`src/rtl/segscan.sv`:
```
// Scan controller for a 4-digit common-anode 7-segment display: one digit per slot,
// blanking at the start of each slot, double-buffered value, optional leading-zero blanking.
module segscan #(
  parameter int CLK_DIV   = 12500,
  parameter int BLANK_CYC = 64
) (
  input  logic        clk,
  input  logic        rst_n,
  input  logic        we,
  input  logic [15:0] wdata,
  input  logic [3:0]  dp_in,
  input  logic        lzb_en,
  output logic [3:0]  nibble,
  input  logic [6:0]  segs_in,
  output logic [7:0]  seg_out,
  output logic [3:0]  an,
  output logic        frame_tick
);

  localparam int CW = (CLK_DIV > 1) ? $clog2(CLK_DIV) : 1;

  typedef enum logic {BLANK, SHOW} state_t;

  logic [CW-1:0] cnt;
  logic [1:0]    idx;
  logic [15:0]   display;
  logic [15:0]   shadow;
  logic [3:0]    dp;
  logic [3:0]    shadow_dp;
  logic          pending;

  state_t state;
  logic   slot_end;
  logic   frame_end;
  logic   blank_digit;
  logic   show;

  // Slot phase is a pure function of the counter, so state needs no flop of its own.
  always_comb begin
    state     = (cnt < CW'(BLANK_CYC)) ? BLANK : SHOW;
    slot_end  = (cnt == CW'(CLK_DIV - 1));
    frame_end = slot_end && (idx == 2'd3);
  end

  // A digit is a leading zero when it and every more-significant digit are zero.
  always_comb begin
    blank_digit = 1'b0;
    if (lzb_en) begin
      case (idx)
        2'd1:    blank_digit = (display[15:4]  == 12'h000);
        2'd2:    blank_digit = (display[15:8]  == 8'h00);
        2'd3:    blank_digit = (display[15:12] == 4'h0);
        default: blank_digit = 1'b0;
      endcase
    end
    show = (state == SHOW) && !blank_digit;
  end

  assign nibble     = display[{idx, 2'b00} +: 4];
  assign frame_tick = frame_end;

  // NOTE: every register here is plain state (no memory arrays), so all of it takes the
  // asynchronous reset; a reset mid-slot restarts the scan at digit 0 in BLANK.
  always_ff @(posedge clk or negedge rst_n) begin
    if (!rst_n) begin
      cnt       <= '0;
      idx       <= 2'd0;
      display   <= 16'h0000;
      shadow    <= 16'h0000;
      dp        <= 4'h0;
      shadow_dp <= 4'h0;
      pending   <= 1'b0;
    end else begin
      cnt <= slot_end ? '0 : cnt + 1'b1;
      if (slot_end) idx <= idx + 2'd1;

      if (we) begin
        shadow    <= wdata;
        shadow_dp <= dp_in;
        pending   <= 1'b1;
      end

      // NOTE: non-blocking assignments let the later frame-boundary clear of pending
      // override the write's set above within the same cycle; last assignment wins.
      if (frame_end) begin
        if (we) begin
          display <= wdata;
          dp      <= dp_in;
          pending <= 1'b0;
        end else if (pending) begin
          display <= shadow;
          dp      <= shadow_dp;
          pending <= 1'b0;
        end
      end
    end
  end

  // Pins are driven only from flops, one cycle behind the slot phase.
  always_ff @(posedge clk or negedge rst_n) begin
    if (!rst_n) begin
      seg_out <= 8'h00;
      an      <= 4'b1111;
    end else if (show) begin
      seg_out <= {dp[idx], segs_in};
      an      <= ~(4'b0001 << idx);
    end else begin
      seg_out <= 8'h00;
      an      <= 4'b1111;
    end
  end

endmodule

```
`config.mk`:
```
export PLATFORM = sky130hd
export DESIGN_NAME = segscan
export DESIGN_NICKNAME = d
export VERILOG_FILES = /design/src/rtl/segscan.sv
export SDC_FILE = /design/constraint.sdc
export NUM_CORES = 1
export LEC_CHECK = 0
export BUFFER_PORTS_ARGS = -buffer_cell sky130_fd_sc_hd__buf_2
export CORE_AREA = 2 2 94 96
export DETAILED_ROUTE_END_ITERATION = 12
export DIE_AREA = 0 0 96 98
export PLACE_DENSITY = 0.63
export SLEW_MARGIN = 10
export SYNTH_ARGS = -nofsm -noshare
export SYNTH_HDL_FRONTEND = slang
export SYNTH_SLANG_ARGS = --single-unit
```
`constraint.sdc`:
```
create_clock -name clk -period 5.8 [get_ports clk]
set_input_delay 0.87 -clock clk [delete_from_list [all_inputs] [get_ports clk]]
set_output_delay 0.87 -clock clk [all_outputs]
set_load 0.005 [all_outputs]
```
==> results of run 1 <==
-- metal layers --
layer	share of wire (%)	track usage [%]	routed length [um]
met1	47	15.5	2370
met2	47	17.9	2340
met3	3.5	2.70	176
met4	2.7	7.58	136
met5	0	0	0
-- worst min path at each step --
stage                     endpoint  slack [ps]  cells past startpoint
after floorplan            pending         440                      2
after global placement     pending         460                      2
after detailed placement   pending         470                      2
after CTS                  pending         480                      2
after global routing       pending         490                      2
final                      pending         480                      2
-- final cells by class --
type	count	share of cell area [%]
sequential	69	50.7
timing repair buffer	48	7.11
inverter	2	0.220
tap	108	3.96
clock buffer	12	4.25
multi-input combinational	122	32.4
clock inverter	4	1.39
-- power groups by stage --
stage                     Combinational [mW]  Sequential [mW]  Clock, mW
after floorplan                       0.0190            0.506          0
after global placement                0.0424            0.507          0
after detailed placement              0.0434            0.507          0
after CTS                             0.0435            0.498      0.391
after global routing                  0.0481            0.499      0.416
final                                 0.0415            0.498      0.381
-- flip-flops by register name, indices dropped and copies added (netlist names) --
name,cells
cnt,14
seg_out,8
shadow_dp,4
idx,2
shadow,16
display,16
an,4
dp,4
pending,1
-- kinds of logic (layout without fill, tap and decap cells) --
logic type / Yosys count / after routing / share of synthesized area, %
AOI/OAI and AO/OA: 4 / 4 / 0.952
xor gates and xnor gates: 12 / 12 / 3.63
adders and majority gates: 6 / 6 / 2.60
buffers and inverters: 10 / 66 / 1.86
DFF: 69 / 69 / 59.9
muxes: 46 / 46 / 19.8
and+or+nand+nor: 54 / 54 / 11.3
-- critical path, delay by kind of cell (launching register included) --
kind                   cells  cell delay, ps
AND/OR/NAND/NOR            3            1420
flip-flops                 1             420
buffers and inverters      1             130
-- per-stage QoR --
| step | hold WS [ps] | cells |
|---|---|---|
| global placement | 465 | 349 |
| detailed placement | 465 | 349 |
| global route | 486 | 365 |
| floorplan | 444 | 201 |
| CTS | 482 | 365 |
| finish | 480 | 365 |
-- cells in the mapped netlist (all sizes together), types with 4 or more instances --
master | number | area (um^2)
buf | 4 | 31.3
xnor2 | 7 | 61.3
nor4 | 5 | 46.3
nor2 | 8 | 30.0
nand3 | 7 | 35.0
clkbuf | 4 | 15.0
dfstp | 4 | 105
ha | 6 | 75.1
mux4 | 5 | 113
mux2 | 40 | 450
nand2 | 7 | 26.3
and2 | 9 | 56.3
xor2 | 5 | 43.8
nand4 | 4 | 25.0
and4 | 4 | 35.0
dfrtp | 65 | 1630
-- cell usage in the layout, fill, tap and decap left out, drive strengths merged, types with 2 or more instances in the layout --
cell type,synthesis,final
dfrtp,65,65
buf,4,48
mux2,40,40
clkbuf,4,12
and2,9,9
nor2,8,8
nand3,7,7
xnor2,7,7
nand2,7,7
ha,6,6
mux4,5,5
xor2,5,5
nor4,5,5
nand4,4,4
and4,4,4
dfstp,4,4
inv,2,2
nand2b,2,2
and3,2,2
nor2b,2,2
clkinv,0,2
==> run metrics, run 1 <==
CP startpoint kind=flip-flop; Final period util=54.6%; drt wl/cell=approximately 14 um; CTS Root Cell=clkbuf_8; core region area=0.00847 mm^2; clock skew=10.1 ps; Critical Path RT=a little under 5000 ps; largest net degree at the start of global routing=70; post-DR vias/cell=4.61; final core occ=40.3%; hold_sp=pending; R2R cell count=4; main flop type after synthesis=dfrtp_1; Setup WS pre-CTS=approximately 2800 ps; WS Path Type=flip-flop to output pin; status=finished, final reports clean; Synth cell types=32; Antenna Cells=0; TNS Setup=0 ps; area of the multi-input gates=0.00111 mm^2; Crit path largest cell delay=580 ps; DP Area=approximately 0.0032 mm^2; Hold Buf Count CTS=0; Syn Std Cell Area=0.00289 mm^2; # rows=34; Psw=196 uW; Worst R2R Start=cnt[9]; DRC=0; Final Wtd Congestion=0.748; post-route worst setup slack=2630 ps; FF-to-FF setup slack=2850 ps; WP data arrival=2300 ps; Clk pin slew, worst setup/hold paths=70 ps; DRT iter0 DRCs=between 40 and 50; ys async rst share=100%; antenna violations before repair=0; DP Wirelength=3.47 mm; Post-Syn Area per Cell=~14 um^2; Worst VDD drop=approximately 0.12 mV; sequential share of power=54.1%; sequential cell area=approximately 0.0017 mm^2; FF+latch count, synth=69; CTS resizes=0; register area share after synthesis=59.9%; total power=920 uW; area delta synth->final=18.1%; CP max-delay cell=nor4_4; Leakage=1.62 nW; drt first pass iters=4; CP endpoint kind=output pin; Mapped Cells=201; crit path from=cnt[9]; ANT nets after route=0; first-pass GRT wire length=around 8.5 mm; unrepaired setup endpoints after global routing=false; Syn Nets=between 200 and 250; fin. max-slew vios=0; CTS Buf Count=9; Buffers on Ports=47; # fillers=813; Logic pwr share=4.5%; Nets=289; via count=1681; min-delay worst type=flip-flop to flip-flop; initial cell density of the core=34.2%; Slew @ Worst Pin=a little under 900 ps; switching share of power=21.3%; final wirelength=5.02 mm; Max Freq=316 MHz; num ports=48; clk sinks=69; yosys warns=0; crit path time final=3170 ps; global route overflow=0; H-tree Lvls=3; vias in the first global route=1763; RR Endpoint=dp[1]; Clk network pwr share=41.4%; Total GRT Usage=12.0%; CP Cell Sequence=or4_4 -> nor4_4 -> and2_1 -> buf_2; die area=0.00941 mm^2; post-CTS setup buffer count=0; Pint=724 uW; Die Width=96 um; Critical path destination=frame_tick; Final Instance Area=0.00342 mm^2; Setup violations, final=0; Power per Cell Area=269 mW/mm^2; die height=98 um; max-cap viol count=0; Max-Slew Margin vs Limit=42.2%; share of cells above drive strength 1=44.4%; CTS tree=done; Final Hold Fails=0; Post-synth EDFFs=0; Worst-Skew Late Latency=340 ps; clk buf depth=2; worst-path maximum fanout=13
Power figures use the tool's default switching activity.
==> run 2, diff against run 1 <==
==> constraint.sdc (replaced) <==
create_clock -name clk -period 3 [get_ports clk]
set_input_delay 0.45 -clock clk [delete_from_list [all_inputs] [get_ports clk]]
set_output_delay 0.45 -clock clk [all_outputs]
set_load 0.005 [all_outputs]
==> run metrics, run 2 (synthesis results as in run 1) <==
commonest non-fill, non-tap cells in the layout=65 x dfrtp_1, 47 x buf_2, 40 x mux2_2; die height=98 um (unchanged); Setup violations, final=0 (unchanged); crit path buf inv count=2 (+1); CTS Buf Count=9 (unchanged); drt wl/cell=14.2 um (+3.6%); drt first pass iters=4 (unchanged); R2R cell count=5 (+1); WHS=183 ps (-297 ps); Worst-Skew Late Latency=340 ps (about the same); Critical Path RT=2550 ps (-2380 ps); core region area=0.00847 mm^2 (unchanged); crit path time final=2500 ps; antenna violations before repair=0 (unchanged); CTS resizes=0 (unchanged); CP max-delay cell=or4_4; commonest non-fill, non-tap cell in the layout=dfrtp_1; H-tree Lvls=3 (unchanged); Final period util=83.4%; Critical path destination=frame_tick; Buffers on Ports=47 (unchanged); CP Depth=5 (+1); final wirelength=5.24 mm (+4.5%); Worst R2R Start=cnt[9]; post-CTS setup buffer count=0 (unchanged); crit path from=cnt[9]; post-DR vias/cell=4.72 (+2.5%); min-delay worst type=primary input to async pin; status=finished, final reports clean; Max-Slew Margin vs Limit=48.7% (+6.4 points); CTS Root Cell=clkbuf_8; CP Cell Sequence=or4_4 -> nor4_4 -> buf_4 -> and2_1 -> buf_2; Leakage=1.66 nW (+2.2%); first-pass GRT wire length=9.09 mm (+6.4%); via count=1737 (+3.3%); biggest registers after layout=display (16), shadow (16), cnt (14); Final Hold Fails=0 (unchanged); unrepaired setup endpoints after global routing=false; clock skew=9.37 ps (-0.716 ps); TNS Setup=0 ps (unchanged); Slew @ Worst Pin=770 ps (-96.4 ps); Die Width=96 um (unchanged); num ports=48 (unchanged); Worst VDD drop=0.197 mV (+66%); fin. max-slew vios=0 (unchanged); Nets=292 (+1.0%); ANT nets after route=0 (unchanged); clk sinks=69 (unchanged); area delta synth->final=20.4%; Max Freq=400 MHz; WS Path Type=flip-flop to output pin; Total GRT Usage=12.9% (+0.90 points); max-cap viol count=0 (unchanged); worst-path maximum fanout=12 (-1); CP endpoint kind=output pin; FF-to-FF setup slack=820 ps (-2030 ps); share of cells above drive strength 1=45.8% (+1.4 points); CTS tree=done; Hold Buf Count CTS=0 (unchanged); DRC=0 (unchanged); Antenna Cells=0 (unchanged); Power per Cell Area=540 mW/mm^2 (+100%); initial cell density of the core=34.2% (unchanged); Final Wtd Congestion=0.775 (+3.5%); # rows=34 (unchanged); DP Wirelength=3.80 mm (+9.6%); vias in the first global route=1846 (+4.7%); clk buf depth=2 (unchanged); largest net degree at the start of global routing=38 (-46%); die area=0.00941 mm^2 (unchanged); RR Endpoint=dp[1]; DRT iter0 DRCs=54 (+20%); delay-heaviest family, CP=simple AND/OR/NAND/NOR gates; Clk pin slew, worst setup/hold paths=80 ps (about the same); Crit path largest cell delay=570 ps (about the same); CP startpoint kind=flip-flop; global route overflow=0 (unchanged); WP data arrival=2050 ps (-250 ps)
[run 2: worst min path at each step]
stage	from	to	slack (ps)
floorplan	rst_n	cnt[0]	150
global placement	shadow_dp[3]	shadow_dp[3]	480
detailed placement	cnt[0]	cnt[0]	480
CTS	rst_n	shadow[5]	180
global route	rst_n	display[5]	230
finish	rst_n	display[5]	180
[run 2: routing by layer]
| layer | track usage (%) | vias up | routed length [um] |
|---|---|---|---|
| met5 | 0 | - | 0 |
| met4 | 6.59 | 0 | 108 |
| met3 | 3.24 | 9 | 180 |
| met2 | 19.6 | 30 | 2590 |
| met1 | 16.9 | 884 | 2360 |
| li1 | - | 814 | - |
[run 2: report_power, final]
part	total, mW	switching, mW	leakage [nW]	internal (mW)
Combinational	0.0842	0.0424	0.662	0.0418
Clock	0.832	0.343	0.112	0.489
Sequential	0.963	0.00662	0.885	0.957
Total	1.88	0.392	1.66	1.49
[run 2: stage by stage]
stage | utilization, % | worst slack, ps | instances | power (mW) | area [um^2]
2_1_floorplan | - | 991 | 201 | 1.02 | 2890
3_3_place_gp | 38.5 | 874 | 352 | 1.06 | 3260
3_5_place_dp | 38.5 | 843 | 352 | 1.07 | 3260
4_1_cts | 41.1 | 464 | 368 | 1.91 | 3480
5_1_grt | 41.1 | 364 | 368 | 1.96 | 3480
6_report | 41.1 | 499 | 368 | 1.88 | 3480
[run 2: final cells by class]
class                           instances  area (um^2)
Clock buffer                           10          138
Clock inverter                          6         86.3
Fill cell                             798         4980
Inverter                                2         7.51
Multi-Input combinational cell        122         1110
Sequential cell                        69         1730
Tap cell                              108          135
Timing Repair Buffer                   51          278
[run 2: worst reg2reg max path: stages, from the launching register on]
cell and delay [ps]:
dfrtp_1 420, or4_4 570, nor4_4 230, and3b_1 180, buf_4 270, mux2_2 390
==> run 3, diff against run 2 <==
--- a/config.mk
+++ b/config.mk
@@ -9,7 +9,7 @@
 export CORE_AREA = 2 2 94 96
 export DETAILED_ROUTE_END_ITERATION = 12
 export DIE_AREA = 0 0 96 98
-export PLACE_DENSITY = 0.63
+export PLACE_DENSITY = 0.65
 export SLEW_MARGIN = 10
 export SYNTH_ARGS = -nofsm -noshare
 export SYNTH_HDL_FRONTEND = slang
==> constraint.sdc (replaced) <==
create_clock -name clk -period 2.2 [get_ports clk]
set_input_delay 0.33 -clock clk [delete_from_list [all_inputs] [get_ports clk]]
set_output_delay 0.33 -clock clk [all_outputs]
set_load 0.005 [all_outputs]
==> run metrics, run 3 (synthesis results as in run 1) <==
status=finished, final reports clean; die area=0.00941 mm^2 (unchanged); core region area=0.00847 mm^2 (unchanged); die height=98 um (unchanged); DP Wirelength=3.60 mm (-5.3%); first-pass GRT wire length=8.86 mm (-2.5%); final wirelength=4.99 mm (-4.8%); biggest registers after layout=display (16), shadow (16), cnt (14); Worst VDD drop=0.226 mV (+14%); Die Width=96 um (unchanged); commonest non-fill, non-tap cell in the layout=dfrtp_1; RR Endpoint=display[14]; initial cell density of the core=34.2% (unchanged); Total GRT Usage=12.5% (-0.43 points); CTS Root Cell=clkbuf_8; Leakage=1.67 nW (+0.33%); Final period util=a little over nine tenths; Worst R2R Start=cnt[8]; crit path time final=2150 ps; WS Path Type=flip-flop to output pin; unrepaired setup endpoints after global routing=true; Slew @ Worst Pin=545 ps (-226 ps); num ports=48 (unchanged); via count=1714 (-1.3%); DRC=0 (unchanged); clock skew=13.4 ps (+3.99 ps); Clk pin slew, worst setup/hold paths=70 ps (about the same); sequential cell area=0.00173 mm^2 (unchanged); Hold Crit Endpoint=seg_out[0]; share of cells above drive strength 1=46.4% (+0.65 points); total power=2.34 mW (+25%); clk buf depth=2 (unchanged); fin. max-slew vios=0 (unchanged); antenna violations before repair=0 (unchanged); post-CTS setup buffer count=0 (unchanged); clk sinks=69 (unchanged); H-tree Lvls=3 (unchanged); Critical Path RT=1870 ps (-680 ps); Final Wtd Congestion=0.754 (-2.7%); max-cap viol count=0 (unchanged); CTS tree=done; Setup violations, final=0 (unchanged); area of the multi-input gates=0.00111 mm^2 (+0.34%); Power per Cell Area=671 mW/mm^2 (+24%); Setup WS pre-CTS=136 ps (-707 ps); final core occ=41.3% (+0.12 points); WP data arrival=1820 ps (-230 ps); area delta synth->final=20.8%; global route overflow=0 (unchanged); vias in the first global route=1903 (+3.1%); ANT nets after route=0 (unchanged); R2R cell count=5 (unchanged); Max-Slew Margin vs Limit=63.4% (+15 points); Worst-Skew Late Latency=340 ps (about the same); min-delay worst type=primary input to flip-flop; post-DR vias/cell=4.60 (-2.6%); # rows=34 (unchanged); Nets=297 (+1.7%); largest net degree at the start of global routing=70 (+84%); # fillers=804 (+0.75%); commonest non-fill, non-tap cells in the layout=65 x dfrtp_1, 46 x buf_2, 40 x mux2_2; FF-to-FF setup slack=130 ps (-690 ps); CP startpoint kind=flip-flop; Buffers on Ports=47 (unchanged); CTS Buf Count=9 (unchanged); worst-path maximum fanout=3 (-9); WHS=207 ps (+23.8 ps); Final Hold Fails=0 (unchanged); post-route worst setup slack=49.6 ps (-450 ps); worst hold stages=2; hold_sp=segs_in[0]; Max Freq=approximately 470 MHz; drt wl/cell=13.4 um (-6.1%); drt first pass iters=4 (unchanged); Antenna Cells=0 (unchanged); CP endpoint kind=output pin; DRT iter0 DRCs=59 (+9.3%)
-- run 3: cell types whose count changed in the layout (fill, tap and decap cells not counted), sizes merged --
cell / delta
bufinv: -2
buf: +4
dlygate4sd3: +1
clkinv: -1
clkbuf: +3
-- run 3: critical path: stages (launching register included) --
cell and delay, ps:
dfrtp_1 400, or4_4 540, nor4_4 260, and2_4 200, buf_6 90
-- run 3: power by group --
group,total (mW),switching (mW),internal [mW],leakage (nW)
logic,0.113,0.0548,0.0582,0.690
registers,1.31,0.00759,1.30,0.885
clock network,0.917,0.446,0.472,0.0896
-- run 3: area by class of cell --
| class | instances | area share [%] |
|---|---|---|
| clock buffer | 13 | 4.55 |
| clock inverter | 3 | 0.609 |
| inverter | 2 | 0.215 |
| multi-input combinational | 122 | 31.8 |
| sequential | 69 | 49.6 |
| tap | 108 | 3.87 |
| timing repair buffer | 56 | 9.39 |
-- run 3: per-layer routing --
layer	GRT usage [%]	up-vias	share of wire, %
li1	-	829	-
met1	15.3	851	46
met2	19.5	26	49
met3	4.55	8	3.3
met4	5.60	0	1.7
met5	0	-	0
-- run 3: how the worst max path moves through the flow --
stage | from | endpoint | slack, ps | cells past startpoint
finish | cnt[8] | frame_tick | 50 | 4
global route | cnt[8] | frame_tick | -60 | 4
CTS | cnt[8] | frame_tick | 4 | 4
detailed placement | cnt[8] | display[1] | 140 | 5
global placement | cnt[8] | display[3] | 170 | 5
floorplan | cnt[9] | display[0] | 190 | 5
-- run 3: metrics by stage --
step	cell area (um^2)	setup TNS, ps	cells
floorplan	2890	0	201
global placement	3290	0	356
global route	3490	-60.8	373
detailed placement	3290	0	356
finish	3490	0	373
CTS	3480	0	373
-- run 3: what timing repair did --
action / in CTS / in global routing
resized for setup: 1 / 3
hold buffers: 1 / 0
endpoints found under the hold margin: 11 / 0
setup endpoints to repair: 1 / 9
